$ cat config.mk
export PLATFORM = sky130hd
export DESIGN_NAME = dbg_trig_seq
export DESIGN_NICKNAME = d
export VERILOG_FILES = /design/src/rtl/dbg_trig_pkg.sv /design/src/rtl/dbg_trig_cnt.sv /design/src/rtl/dbg_trig_seq.sv
export SDC_FILE = /design/constraint.sdc
export NUM_CORES = 1
export LEC_CHECK = 0
export BUFFER_PORTS_ARGS = -buffer_cell sky130_fd_sc_hd__buf_2
export CELL_PAD_IN_SITES_DETAIL_PLACEMENT = 0
export CELL_PAD_IN_SITES_GLOBAL_PLACEMENT = 1
export CORE_MARGIN = 4
export CORE_UTILIZATION = 45
export DETAILED_ROUTE_END_ITERATION = 10
export PLACE_DENSITY_LB_ADDON = 0.05
export REMOVE_ABC_BUFFERS = 1
export SLEW_MARGIN = 0
export SYNTH_ARGS = -nofsm -noshare
export SYNTH_HDL_FRONTEND = slang
export SYNTH_SLANG_ARGS = --single-unit
$ cat constraint.sdc
create_clock -name i_clk -period 5 [get_ports i_clk]
set_input_delay 0.5 -clock i_clk [delete_from_list [all_inputs] [get_ports i_clk]]
set_output_delay 0.5 -clock i_clk [all_outputs]
set_load 0.005 [all_outputs]
$ cat src/rtl/dbg_trig_pkg.sv
// ---------------------------------------------------------------------------
// dbg_trig_pkg
// Shared types and defaults for the debug trigger sequencer.
//   trig_state_e : sequencer FSM states (2-bit encoding, also visible on o_state)
//   trig_mode_e  : source combine mode (ANY = OR of masked, ALL = AND of masked)
//   CTR_W_DEFAULT: default width of the holdoff / post / timeout counters
// ---------------------------------------------------------------------------
package dbg_trig_pkg;

    localparam int CTR_W_DEFAULT = 27;

    typedef enum logic [1:0] {
        IDLE    = 2'd0,
        HOLDOFF = 2'd1,
        WAIT    = 2'd2,
        FIRE    = 2'd3
    } trig_state_e;

    typedef enum logic {
        ANY = 1'b0,
        ALL = 1'b1
    } trig_mode_e;

endpackage

$ cat src/rtl/dbg_trig_cnt.sv
// ---------------------------------------------------------------------------
// dbg_trig_cnt
// Loadable down-counter used for the holdoff, post and timeout intervals.
// Load has priority over enable; the count parks at zero instead of wrapping,
// so a loaded value of zero never produces a 'last' flag.
//   clk   : system clock
//   rst   : synchronous active-high reset (count -> 0)
//   load  : load 'value' into the counter
//   en    : decrement by one (when not loading and count != 0)
//   value : load value
//   last  : count == 1
// ---------------------------------------------------------------------------
module dbg_trig_cnt #(
    parameter int CTR_W = 27
) (
    input  logic             clk,
    input  logic             rst,
    input  logic             load,
    input  logic             en,
    input  logic [CTR_W-1:0] value,
    output logic             last
);

    logic [CTR_W-1:0] count;

    always_ff @(posedge clk) begin
        if (rst) begin
            count <= '0;
        end else if (load) begin
            count <= value;
        end else if (en && (count != '0)) begin
            count <= count - 1'b1;
        end
    end

    assign last = (count == CTR_W'(1));

endmodule

$ cat src/rtl/dbg_trig_seq.sv
// ---------------------------------------------------------------------------
// dbg_trig_seq
// Programmable trigger sequencer for logic-analyzer capture.
// Arm -> holdoff delay -> wait for a masked source combination -> drive the
// capture trigger for a programmed number of cycles (or sticky when post=0).
//
// Optional feature: define DBG_TRIG_TIMEOUT_EN to add a WAIT-state timeout of
// TIMEOUT cycles that forces a fire with o_hit_src = 0. Without the macro the
// WAIT state holds indefinitely and no timeout counter exists.
//
// Ports:
//   i_clk       : system clock
//   i_rst       : synchronous active-high reset
//   i_arm       : single-cycle arm request (ignored while busy)
//   i_abort     : single-cycle abort request (wins over a same-cycle arm)
//   i_holdoff   : holdoff cycles after arm, latched at arm
//   i_post      : trigger high time in cycles, 0 = sticky, latched at arm
//   i_src       : trigger sources, synchronous to i_clk
//   i_src_mask  : 1 = source participates, latched at arm
//   i_mode      : 0 = ANY, 1 = ALL, latched at arm
//   o_trig      : registered capture trigger
//   o_busy      : state != IDLE (registered)
//   o_done      : one-cycle pulse on the first IDLE cycle after a timed fire
//   o_state     : current FSM state
//   o_hit_src   : masked sources latched at the hit cycle
//
// Handshake note: i_arm / i_abort are single-cycle strobes sampled on the
// rising edge; there is no backpressure. An arm is accepted only when the
// state is IDLE and no abort is present in the same cycle.
// ---------------------------------------------------------------------------
module dbg_trig_seq
    import dbg_trig_pkg::*;
#(
    parameter int CTR_W   = CTR_W_DEFAULT,
    parameter int N_SRC   = 4,
    parameter int TIMEOUT = 100000000
) (
    input  logic             i_clk,
    input  logic             i_rst,
    input  logic             i_arm,
    input  logic             i_abort,
    input  logic [CTR_W-1:0] i_holdoff,
    input  logic [CTR_W-1:0] i_post,
    input  logic [N_SRC-1:0] i_src,
    input  logic [N_SRC-1:0] i_src_mask,
    input  logic             i_mode,
    output logic             o_trig,
    output logic             o_busy,
    output logic             o_done,
    output logic [1:0]       o_state,
    output logic [N_SRC-1:0] o_hit_src
);

    trig_state_e      state;
    trig_state_e      state_nx;

    // Shadow copies of the configuration taken at arm time
    logic [CTR_W-1:0] post_q;
    logic [N_SRC-1:0] mask_q;
    trig_mode_e       mode_q;

    logic             arm_take;
    logic             fire_take;
    logic             hit;
    logic             expire;
    logic             sticky;
    logic             hold_last;
    logic             post_last;

    logic             trig_nx;
    logic             done_nx;
    logic [N_SRC-1:0] hit_src_nx;

    assign arm_take  = (state == IDLE) && i_arm && !i_abort;
    assign fire_take = (state == WAIT) && (state_nx == FIRE);
    assign sticky    = (post_q == '0);

    // An empty mask turns the sequencer into a pure delayed trigger
    always_comb begin
        if (mask_q == '0) begin
            hit = 1'b1;
        end else if (mode_q == ALL) begin
            hit = &(i_src | ~mask_q);
        end else begin
            hit = |(i_src & mask_q);
        end
    end

    // Holdoff: loaded at arm; 'last' marks the final HOLDOFF cycle
    dbg_trig_cnt #(.CTR_W(CTR_W)) u_hold_cnt (
        .clk   (i_clk),
        .rst   (i_rst),
        .load  (arm_take),
        .en    (state == HOLDOFF),
        .value (i_holdoff),
        .last  (hold_last)
    );

    // Post: loaded on the hit; a zero load never raises 'last' (sticky)
    dbg_trig_cnt #(.CTR_W(CTR_W)) u_post_cnt (
        .clk   (i_clk),
        .rst   (i_rst),
        .load  (fire_take),
        .en    (state == FIRE),
        .value (post_q),
        .last  (post_last)
    );

`ifdef DBG_TRIG_TIMEOUT_EN
    logic to_last;

    // Loaded on WAIT entry so its last cycle is the TIMEOUT-th WAIT cycle
    dbg_trig_cnt #(.CTR_W(CTR_W)) u_to_cnt (
        .clk   (i_clk),
        .rst   (i_rst),
        .load  ((state_nx == WAIT) && (state != WAIT)),
        .en    (state == WAIT),
        .value (CTR_W'(TIMEOUT)),
        .last  (to_last)
    );

    assign expire = (state == WAIT) && to_last;
`else
    assign expire = 1'b0;
`endif

    // State register plus the registered outputs that move with it
    always_ff @(posedge i_clk) begin
        if (i_rst) begin
            state     <= IDLE;
            o_trig    <= 1'b0;
            o_busy    <= 1'b0;
            o_done    <= 1'b0;
            o_hit_src <= '0;
            post_q    <= '0;
            mask_q    <= '0;
            mode_q    <= ANY;
        end else begin
            state     <= state_nx;
            o_trig    <= trig_nx;
            o_busy    <= (state_nx != IDLE);
            o_done    <= done_nx;
            o_hit_src <= hit_src_nx;
            if (arm_take) begin
                post_q <= i_post;
                mask_q <= i_src_mask;
                mode_q <= trig_mode_e'(i_mode);
            end
        end
    end

    // Next-state logic; abort overrides everything, including an IDLE arm
    always_comb begin
        state_nx = state;
        if (i_abort) begin
            state_nx = IDLE;
        end else begin
            case (state)
                IDLE:    if (i_arm) state_nx = (i_holdoff == '0) ? WAIT : HOLDOFF;
                HOLDOFF: if (hold_last) state_nx = WAIT;
                WAIT:    if (hit || expire) state_nx = FIRE;
                FIRE:    if (!sticky && post_last) state_nx = IDLE;
                default: state_nx = IDLE;
            endcase
        end
    end

    // Output logic (next values of the registered outputs)
    always_comb begin
        trig_nx    = (state_nx == FIRE);
        done_nx    = (state == FIRE) && (state_nx == IDLE) && !i_abort;
        hit_src_nx = o_hit_src;
        if (fire_take) begin
            // A forced (timeout) fire reports no source
            hit_src_nx = hit ? (i_src & mask_q) : '0;
        end
    end

    assign o_state = state;

endmodule

After elaboration in Yosys (flattened, before gate mapping)
Index checks and enable logic that the tools add are counted.

operators by class
  equal/unequal tests = 6
  bitwise operators = 3
  add/sub/neg operators = 2
  muxes and demuxes = 14
  reduce and logical (&&, ||, !) cells = 22

operators with widths
  operator               count
  $mux 27                4
  $eq 27x1->1 const B    2
  $logic_not 27->1       2
  $reduce_bool 27->1     2
  $sub 27x1->27 const B  2
  $mux 2                 6
  $logic_and 1x1->1      8
  $pmux 2 s4             1
  $eq 2x2->1 const B     3
  $reduce_bool 2->1      3
  $and 4x4->4            1
  $logic_not 2->1        2
  $logic_not 4->1        1
  $mux 4                 1
  $not 4->4              1
  $or 4x4->4             1
  $reduce_and 4->1       1
  $reduce_or 4->1        1
  $eq 2x1->1 const B     1
  $logic_not 1->1        2
  $mux 1                 2

storage, ports and cells
  register bits = 95
  bits of input ports = 67
  word-level logic and storage cells = 57

Depth between registers and ports, before layout
Gate-level depths: netlist (run 1).

  word-level depth = 11
  mapped depth = 8

Modules after synthesis
A second synthesis (run 1) with hierarchy kept.

second synthesis, totals
  cells, all modules = 614
  area, all modules = 5,073.6 sq um

by module, submodules not included
  module        cells each  instances  area an instance (sq um)
  dbg_trig_cnt  201         2          1,690.4
  dbg_trig_seq  212         1          1,692.9

Worst setup path after synthesis (run 1)
Ideal clock, no wire load.

  path kind = register to register
  start point = reg u_hold_cnt.count[2]
  end point = reg u_hold_cnt.count[5]
  setup time = 0.058 ns
  data arrival time = 2.728 ns
  path slack = 2.214 ns
  clock period less this slack = 2.786 ns
  stages on the path, launching flop included = 9
  cell sequence = dfxtp_1 -> or4_4 -> or4_4 -> buf_6 -> or4_4 -> buf_6 -> and3_4 -> a311oi_1 -> o21a_1

between the ends
  word-level cells in the longest chain between the ends = 3

ends and longest elaborated chain
  what                                                        RTL line                                RTL
  from (decl)                                                 dbg_trig_cnt.sv:24                      logic [CTR_W-1:0] count;
  from (signal assigned)                                      dbg_trig_cnt.sv:30                      count <= value;
  from (signal assigned)                                      dbg_trig_cnt.sv:32                      count <= count - 1'b1;
  $sub 27x1->27 / $reduce_bool 27->1 (equally long branches)  dbg_trig_cnt.sv:32, dbg_trig_cnt.sv:31
  $mux 27 / $logic_and 1x1->1 (equally long branches)         dbg_trig_cnt.sv:31                      end else if (en && (count != '0)) begin
  $mux 27 / $reduce_bool 2->1 (equally long branches)         --

Several ways; a longest one is shown, not always the timed one. The select of a mux whose other input is x is not followed.
A chain may end at the register's enable or synchronous reset.

Worst setup path after layout (run 1)
  start point = reg u_hold_cnt.count[2]
  end point = reg u_hold_cnt.count[18]

The elaborated chain is that of the path after synthesis.

==> results.rst, run 1 <==
.. list-table::
   :header-rows: 1

   * - Metric
     - Value
   * - Post-synthesis adder-cell area fraction
     - 1.62%
   * - Top-area cell type share of the netlist area
     - 41.0%
   * - Power density normalized to cell area
     - 313 mW/mm2
   * - Final count of pins violating max slew
     - 0
   * - Simple logic cell fraction of the synthesized area
     - 27.6%
   * - Compound-cell area share of the yosys netlist
     - 23.4%
   * - Maximum clock frequency
     - 348 MHz
   * - Y dimension of the die
     - 110 um
   * - Global routing's busiest layer
     - met2
   * - Pin count of the biggest net entering global routing
     - 51
   * - Commonest cells post-synth
     - 104 x sky130_fd_sc_hd__nand2_1, 95 x sky130_fd_sc_hd__dfxtp_1, 56 x sky130_fd_sc_hd__a21oi_1
   * - Worst slew margin relative to its limit
     - 43.8%
   * - Cell Rows
     - 36
   * - GR Util met3
     - 5.11%
   * - Hold_sp
     - i_post[11]
   * - Clock skew
     - 6.14 ps
   * - CTS max path bufs
     - 2
   * - Outcome
     - complete, no violations
   * - Clock edge transition at the registers on the reported setup and hold paths
     - 90 ps
   * - Fraction of synthesized area in multiplexers
     - 0.243%
   * - Width of the die
     - 110 um
   * - Int Power
     - 1.22 mW
   * - Combinational Power Share
     - 14.0%
   * - Combinational family with the most area after synthesis
     - simple AND/OR/NAND/NOR gates
   * - Area growth from synthesis to layout
     - 14.4%
   * - Critical-path maximum fanout
     - 9
   * - Required time of the critical path
     - 5300 ps
   * - Post-cts resize count
     - 0
   * - Number of nets in the layout
     - 708
   * - Final-report setup violation count
     - 0
   * - Initial antenna violation count
     - 0
   * - RSZ-0062 raised after global routing
     - no
   * - Library cell used as clock root buffer
     - sky130_fd_sc_hd__clkbuf_8
   * - Floorplan die area
     - 0.0120 mm2
   * - Placer Congestion
     - 0.860
   * - Number of flops mapped to enable cells by yosys
     - 0
   * - H-Tree Depth
     - 3
   * - Register area share after synthesis
     - 41.0%
   * - Met1 track demand over resource in global routing
     - 26.0%
   * - Seq cells post-synth
     - 95
   * - Class of the tightest hold or removal check
     - in -> reg
   * - Final hold violation count
     - 0
   * - Number of I/O port buffers
     - 75
   * - # IOs
     - 76
   * - Lkg Pwr
     - 1.95 nW
   * - Setup crit start
     - u_hold_cnt.count[2]
   * - Global-route wire length before repair
     - 20300 um
   * - Area of the core
     - 0.00991 mm2
   * - Clock share of power
     - 36.5%
   * - Worst Setup Path Type
     - reg -> reg
   * - Remaining antenna violation count
     - 0
   * - Switching part of the total power
     - 26.3%
   * - Overall power after layout
     - 1.66 mW
   * - Most common cell in the synthesized netlist
     - sky130_fd_sc_hd__nand2_1
   * - Gate count of the mapped netlist
     - 580
   * - Avg Synthesized Cell Area
     - 8.00 um2
   * - Power share of the sequential group
     - 49.5%
   * - Main flop type after synthesis
     - sky130_fd_sc_hd__dfxtp_1
   * - Number of clock sinks
     - 95
   * - Setup Fix Bufs, Post-CTS
     - 0
   * - Detailed-route wire length
     - 12200 um
   * - Count of TritonRoute iterations in the first routing pass
     - 4
   * - Type of origin of the critical path
     - flop
   * - Via density per instance
     - 5.74
   * - Number of global-route vias before repair
     - 4274
   * - Starting Density
     - 46.8%
   * - DPL Wire Length
     - 8650 um
   * - Reg2Reg Launch Point
     - u_hold_cnt.count[2]
   * - Library cells used by synthesis
     - 54
   * - Type of element capturing the critical path
     - flop
   * - Clock Latency Late Sink
     - 370 ps
   * - Total number of yosys warnings
     - 0
   * - Fraction of final layout cells with drive strength greater than 1
     - 17.2%
   * - Worst Hold Margin
     - 357 ps
   * - Utilization of the core after routing
     - 53.5%
   * - Grt total ovfl
     - 0
   * - Combined global-route utilization of all metal layers
     - 21.3%
   * - Data arrival time of the critical path
     - 3170 ps
   * - Maximum resistive drop on vdd
     - 0.000188 V
   * - Count of antenna diodes in the layout
     - 0
   * - Routed length per placed instance
     - 15.9 um
   * - Vias post-DR
     - 4425
   * - Slew at the pin with the worst max-slew slack
     - 840 ps
   * - CTS tree
     - built
   * - Hold buffers post-CTS
     - 0
   * - Max Cap Violations
     - 0
   * - Initial DRC count
     - 275
   * - Post-synthesis async set-or-reset flop share
     - 0%
   * - Global Route met2 Usage
     - 37.1%
   * - TritonCTS Buffers
     - 9
   * - Switching power summed over all nets
     - 0.437 mW
   * - Leading area contributor after synthesis
     - sky130_fd_sc_hd__dfxtp_1
   * - Post-layout minimum cycle time
     - 2870 ps
   * - Cell area after technology mapping
     - 0.00464 mm2
   * - Number of DRC violations after detailed routing
     - 0
   * - Cells taking the most area after synthesis
     - sky130_fd_sc_hd__dfxtp_1 41%, sky130_fd_sc_hd__nand2_1 8.4%, sky130_fd_sc_hd__a21oi_1 6.0%, sky130_fd_sc_hd__nor2_1 3.3%, sky130_fd_sc_hd__a31oi_1 3.1%
   * - XOR/XNOR Fraction of Synth Area
     - 2.45%
   * - Number of fill cells in the layout
     - 996
   * - Final clock period utilization by the worst path
     - 57.4%
-- flip-flops by register name, indices dropped and copies added (netlist names) --
register          cells
post_q               27
u_post_cnt.count     27
o_trig                1
mask_q                4
o_busy                1
o_state               2
u_hold_cnt.count     27
o_hit_src             4
mode_q                1
o_done                1
-- layer usage --
metal  share of wire, %  vias up
met5                  0        -
met4                1.3        0
met3                3.4       13
met2                 50       70
met1                 45     2081
li1                   -     2261
-- power groups by stage --
stage / registers [mW] / clock network [mW] / logic (mW)
5_1_grt: 0.827 / 0.652 / 0.261
3_3_place_gp: 0.838 / 0 / 0.229
2_1_floorplan: 0.830 / 0 / 0.149
6_report: 0.822 / 0.605 / 0.232
4_1_cts: 0.821 / 0.624 / 0.233
3_5_place_dp: 0.839 / 0 / 0.232
-- through the flow --
stage,cells,setup slack (ps),setup TNS [ps],instance area [um2]
3_3_place_gp,757,2200,0,5070
6_report,771,2130,0,5310
5_1_grt,771,1940,0,5310
3_5_place_dp,757,2150,0,5070
4_1_cts,771,2140,0,5310
2_1_floorplan,544,-512,-11560,4490
-- critical path: stages (launching register included) --
cell and delay [ps]:
sky130_fd_sc_hd__dfxtp_1 370, sky130_fd_sc_hd__or4_4 580, sky130_fd_sc_hd__or4_4 590, sky130_fd_sc_hd__nor2_1 250
sky130_fd_sc_hd__nand4_1 390, sky130_fd_sc_hd__or3_1 460, sky130_fd_sc_hd__a31oi_1 160
-- area by class of cell --
cell class                      instances  area, um2  area share (%)
Multi-Input combinational cell        443       2570            48.4
Sequential cell                        95       1900            35.8
Timing Repair Buffer                   80        413            7.78
Tap cell                              133        166            3.14
Clock buffer                           10        138            2.59
Clock inverter                          4       95.1            1.79
Inverter                                6       22.5           0.424
-- kinds of logic after synthesis --
| kind of cell | Yosys count |
|---|---|
| compound gates | 163 |
| xor+xnor | 13 |
| fa+ha+maj | 6 |
| buf+inv | 42 |
| flops | 95 |
| mux | 1 |
| simple gates | 260 |
-- worst paths after layout --
path / slack (ps) / endpoint / depth (start not counted)
worst max-delay path: 2130 / u_hold_cnt.count[18] / 6
worst max register to register: 2130 / u_hold_cnt.count[18] / 6
worst min-delay path: 360 / post_q[11] / 3
worst min register to register: 460 / o_hit_src[2] / 2
-- cell usage in the layout, fill, tap and decap left out, types with 17 or more instances in the layout --
cell / count
sky130_fd_sc_hd__nand2_1: 104
sky130_fd_sc_hd__dfxtp_1: 95
sky130_fd_sc_hd__buf_2: 75
sky130_fd_sc_hd__a21oi_1: 56
sky130_fd_sc_hd__nor2_1: 41
sky130_fd_sc_hd__a31oi_1: 23
sky130_fd_sc_hd__nor4_1: 22
sky130_fd_sc_hd__or3_1: 20
sky130_fd_sc_hd__nor3_1: 17
sky130_fd_sc_hd__o211ai_1: 17
Power figures use the tool's default switching activity.
==> run 2, diff against run 1 <==
Settings changed: ABC_AREA from default to 1, CORE_UTILIZATION 45 to 37.
Clock period 5 ns to 2.4 ns, I/O delays scaled along.
==> results.rst, run 2 <==
.. list-table::
   :header-rows: 1

   * - Metric
     - Value
   * - Finished Layout Cells
     - 1130
   * - Register area share after synthesis
     - 34.4%
   * - CTS tree
     - built
   * - Clock skew
     - 13.4 ps
   * - Int Power
     - 2.84 mW
   * - Vias post-DR
     - 5632
   * - Commonest non-fill, non-tap cell in the layout
     - sky130_fd_sc_hd__nand2_1
   * - Initial DRC count
     - 304
   * - Final count of pins violating max slew
     - 0
   * - Final clock period utilization by the worst path
     - 89.6%
   * - Number of clock sinks
     - 95
   * - Switching part of the total power
     - 29.6%
   * - Hold path depth
     - 3
   * - Data arrival time of the critical path
     - 2410 ps
   * - Final hold violation count
     - 0
   * - Clock share of power
     - 39.1%
   * - Maximum resistive drop on vdd
     - 0.000397 V
   * - Post-route cell area
     - 0.00651 mm2
   * - Combined global-route utilization of all metal layers
     - 20.4%
   * - Setup slack at placement
     - 170 ps
   * - Worst Setup Path Type
     - reg -> reg
   * - Final-report setup violation count
     - 0
   * - Cell area reported after detailed placement
     - 0.00618 mm2
   * - Area growth from synthesis to layout
     - 17.9%
   * - Number of global-route vias before repair
     - 5563
   * - Library cell used as clock root buffer
     - sky130_fd_sc_hd__clkbuf_16
   * - Commonest non-fill, non-tap cells in the layout
     - 231 x sky130_fd_sc_hd__nand2_1, 152 x sky130_fd_sc_hd__nor2_1, 95 x sky130_fd_sc_hd__dfxtp_1, 87 x sky130_fd_sc_hd__inv_1, 75 x sky130_fd_sc_hd__buf_2
   * - Worst slew margin relative to its limit
     - 51.2%
   * - Pin count of the biggest net entering global routing
     - 31
   * - Y dimension of the die
     - 130 um
   * - Maximum clock frequency
     - 465 MHz
   * - Width of the die
     - 130 um
   * - Cell area after technology mapping
     - 0.00552 mm2
   * - Placer Congestion
     - 0.887
   * - Number of fill cells in the layout
     - 1537
   * - Combinational Power Share
     - 18.3%
   * - Clock Latency Late Sink
     - 360 ps
   * - Total number of yosys warnings
     - 0
   * - Final Worst Setup Slack
     - 249 ps
   * - Most common cell in the synthesized netlist
     - sky130_fd_sc_hd__nand2_1
   * - Initial antenna violation count
     - 0
   * - Number of DRC violations after detailed routing
     - 0
   * - Count of TritonRoute iterations in the first routing pass
     - 8
   * - Post-layout minimum cycle time
     - 2150 ps
   * - Number of flops mapped to enable cells by yosys
     - 0
   * - Setup Fix Bufs, Post-CTS
     - 0
   * - Required time of the critical path
     - 2660 ps
   * - H-Tree Depth
     - 3
   * - Worst-case reg-to-reg path depth
     - 12
   * - RSZ-0062 raised after global routing
     - no
   * - Type of element capturing the critical path
     - flop
   * - Grt total ovfl
     - 0
   * - Routed length per placed instance
     - 14.8 um
   * - Avg Synthesized Cell Area
     - 6.37 um2
   * - Floorplan die area
     - 0.0169 mm2
   * - Area of the core
     - 0.0146 mm2
   * - Main flop type after synthesis
     - sky130_fd_sc_hd__dfxtp_1
   * - Max Cap Violations
     - 0
   * - Number of nets in the layout
     - 1014
   * - Worst Hold Margin
     - 124 ps
   * - Post-synthesis async set-or-reset flop share
     - 0%
   * - Top flop regs
     - post_q: 27 flops, u_hold_cnt.count: 27 flops, u_post_cnt.count: 27 flops
   * - Leading area contributor after synthesis
     - sky130_fd_sc_hd__dfxtp_1
   * - Cells taking the most area after synthesis
     - sky130_fd_sc_hd__dfxtp_1 34%, sky130_fd_sc_hd__nand2_1 16%, sky130_fd_sc_hd__nor2_1 10%, sky130_fd_sc_hd__inv_1 5.9%, sky130_fd_sc_hd__a21oi_1 5.3%
   * - Number of I/O port buffers
     - 75
   * - Library cells used by synthesis
     - 33
   * - DPL Wire Length
     - 11900 um
   * - Top-area cell type share of the netlist area
     - 34.4%
   * - Type of origin of the critical path
     - flop
   * - Starting Density
     - 37.9%
   * - Lkg Pwr
     - 3.08 nW
   * - Hold buffers post-CTS
     - 0
   * - Via density per instance
     - 4.98
   * - TritonCTS Buffers
     - 9
   * - Slew at the pin with the worst max-slew slack
     - 731 ps
   * - Utilization of the core after routing
     - 44.6%
   * - Cell Rows
     - 44
   * - Power share of the sequential group
     - 42.6%
   * - Critical-path maximum fanout
     - 5
   * - CTS max path bufs
     - 2
   * - Switching power summed over all nets
     - 1.19 mW
   * - Class of the tightest hold or removal check
     - in -> reg
   * - Power density normalized to cell area
     - 619 mW/mm2
   * - Clock edge transition at the registers on the reported setup and hold paths
     - 70 ps
   * - Outcome
     - complete, no violations
   * - Post-cts resize count
     - 0
   * - Inst Count DP
     - 1114
   * - Global-route wire length before repair
     - 27400 um
   * - Gate count of the mapped netlist
     - 867
   * - Seq cells post-synth
     - 95
   * - Count of antenna diodes in the layout
     - 0
   * - Fraction of final layout cells with drive strength greater than 1
     - 14.1%
   * - Commonest cells post-synth
     - 232 x sky130_fd_sc_hd__nand2_1, 153 x sky130_fd_sc_hd__nor2_1, 95 x sky130_fd_sc_hd__dfxtp_1
   * - Remaining antenna violation count
     - 0
   * - Detailed-route wire length
     - 16700 um
   * - # IOs
     - 76
-- run 2: metal layers --
layer | GRT usage (%) | share of wire (%) | up-vias
met2 | 35.9 | 49 | 82
met3 | 2.95 | 3.2 | 20
met4 | 7.03 | 1.8 | 0
met5 | 0 | 0 | -
met1 | 25.4 | 45 | 2606
li1 | - | - | 2924
-- run 2: power by group through the flow --
stage	sequential [mW]	clock, mW	combinational (mW)
floorplan	1.74	0	0.469
global placement	1.75	0	0.730
detailed placement	1.75	0	0.734
CTS	1.72	1.62	0.740
global route	1.73	1.68	0.839
finish	1.72	1.58	0.737
-- run 2: kinds of logic (layout without fill, tap and decap cells) --
logic type               count (synthesis)  count (layout)  synth area share (%)
buffers and inverters                  124             203                  8.88
flip-flops                              95              95                  34.4
XOR/XNOR                                39              39                  6.18
AND/OR/NAND/NOR                        489             489                  38.0
AO/OA/AOI/OAI                          114             114                  11.1
adder cells (fa/ha/maj)                  6               6                  1.36
-- run 2: worst paths after layout --
| kind | from | end | slack (ps) |
|---|---|---|---|
| hold reg to reg | mode_q | mode_q | 470 |
| setup / recovery | u_hold_cnt.count[0] | u_hold_cnt.count[18] | 250 |
| hold / removal | i_post[8] | post_q[8] | 120 |
| setup reg to reg | u_hold_cnt.count[0] | u_hold_cnt.count[18] | 250 |
-- run 2: area by class of cell --
| type | count | area [um2] | share of cell area (%) |
|---|---|---|---|
| Sequential cell | 95 | 1900 | 29.2 |
| Inverter | 88 | 330 | 5.07 |
| Timing Repair Buffer | 99 | 581 | 8.92 |
| Multi-Input combinational cell | 648 | 3150 | 48.3 |
| Clock buffer | 9 | 225 | 3.46 |
| Clock inverter | 7 | 97.6 | 1.50 |
| Tap cell | 184 | 230 | 3.54 |
-- run 2: critical path, cell delays in order, from the launching register on --
cell	delay, ps
sky130_fd_sc_hd__dfxtp_1	330
sky130_fd_sc_hd__inv_1	140
sky130_fd_sc_hd__ha_1	240
sky130_fd_sc_hd__nand2_1	140
sky130_fd_sc_hd__nor2_2	190
sky130_fd_sc_hd__nand2_1	110
sky130_fd_sc_hd__nor2_1	190
sky130_fd_sc_hd__nand3_1	190
sky130_fd_sc_hd__xor2_1	180
sky130_fd_sc_hd__nand2_1	60
sky130_fd_sc_hd__o21ai_0	100
sky130_fd_sc_hd__o21ai_0	150
sky130_fd_sc_hd__inv_1	50
-- run 2: through the flow --
step / total power [mW] / TNS, ps
final: 4.03 / 0
after detailed placement: 2.49 / 0
after global routing: 4.25 / 0
after CTS: 4.08 / 0
after global placement: 2.48 / 0
after floorplan: 2.21 / -14930
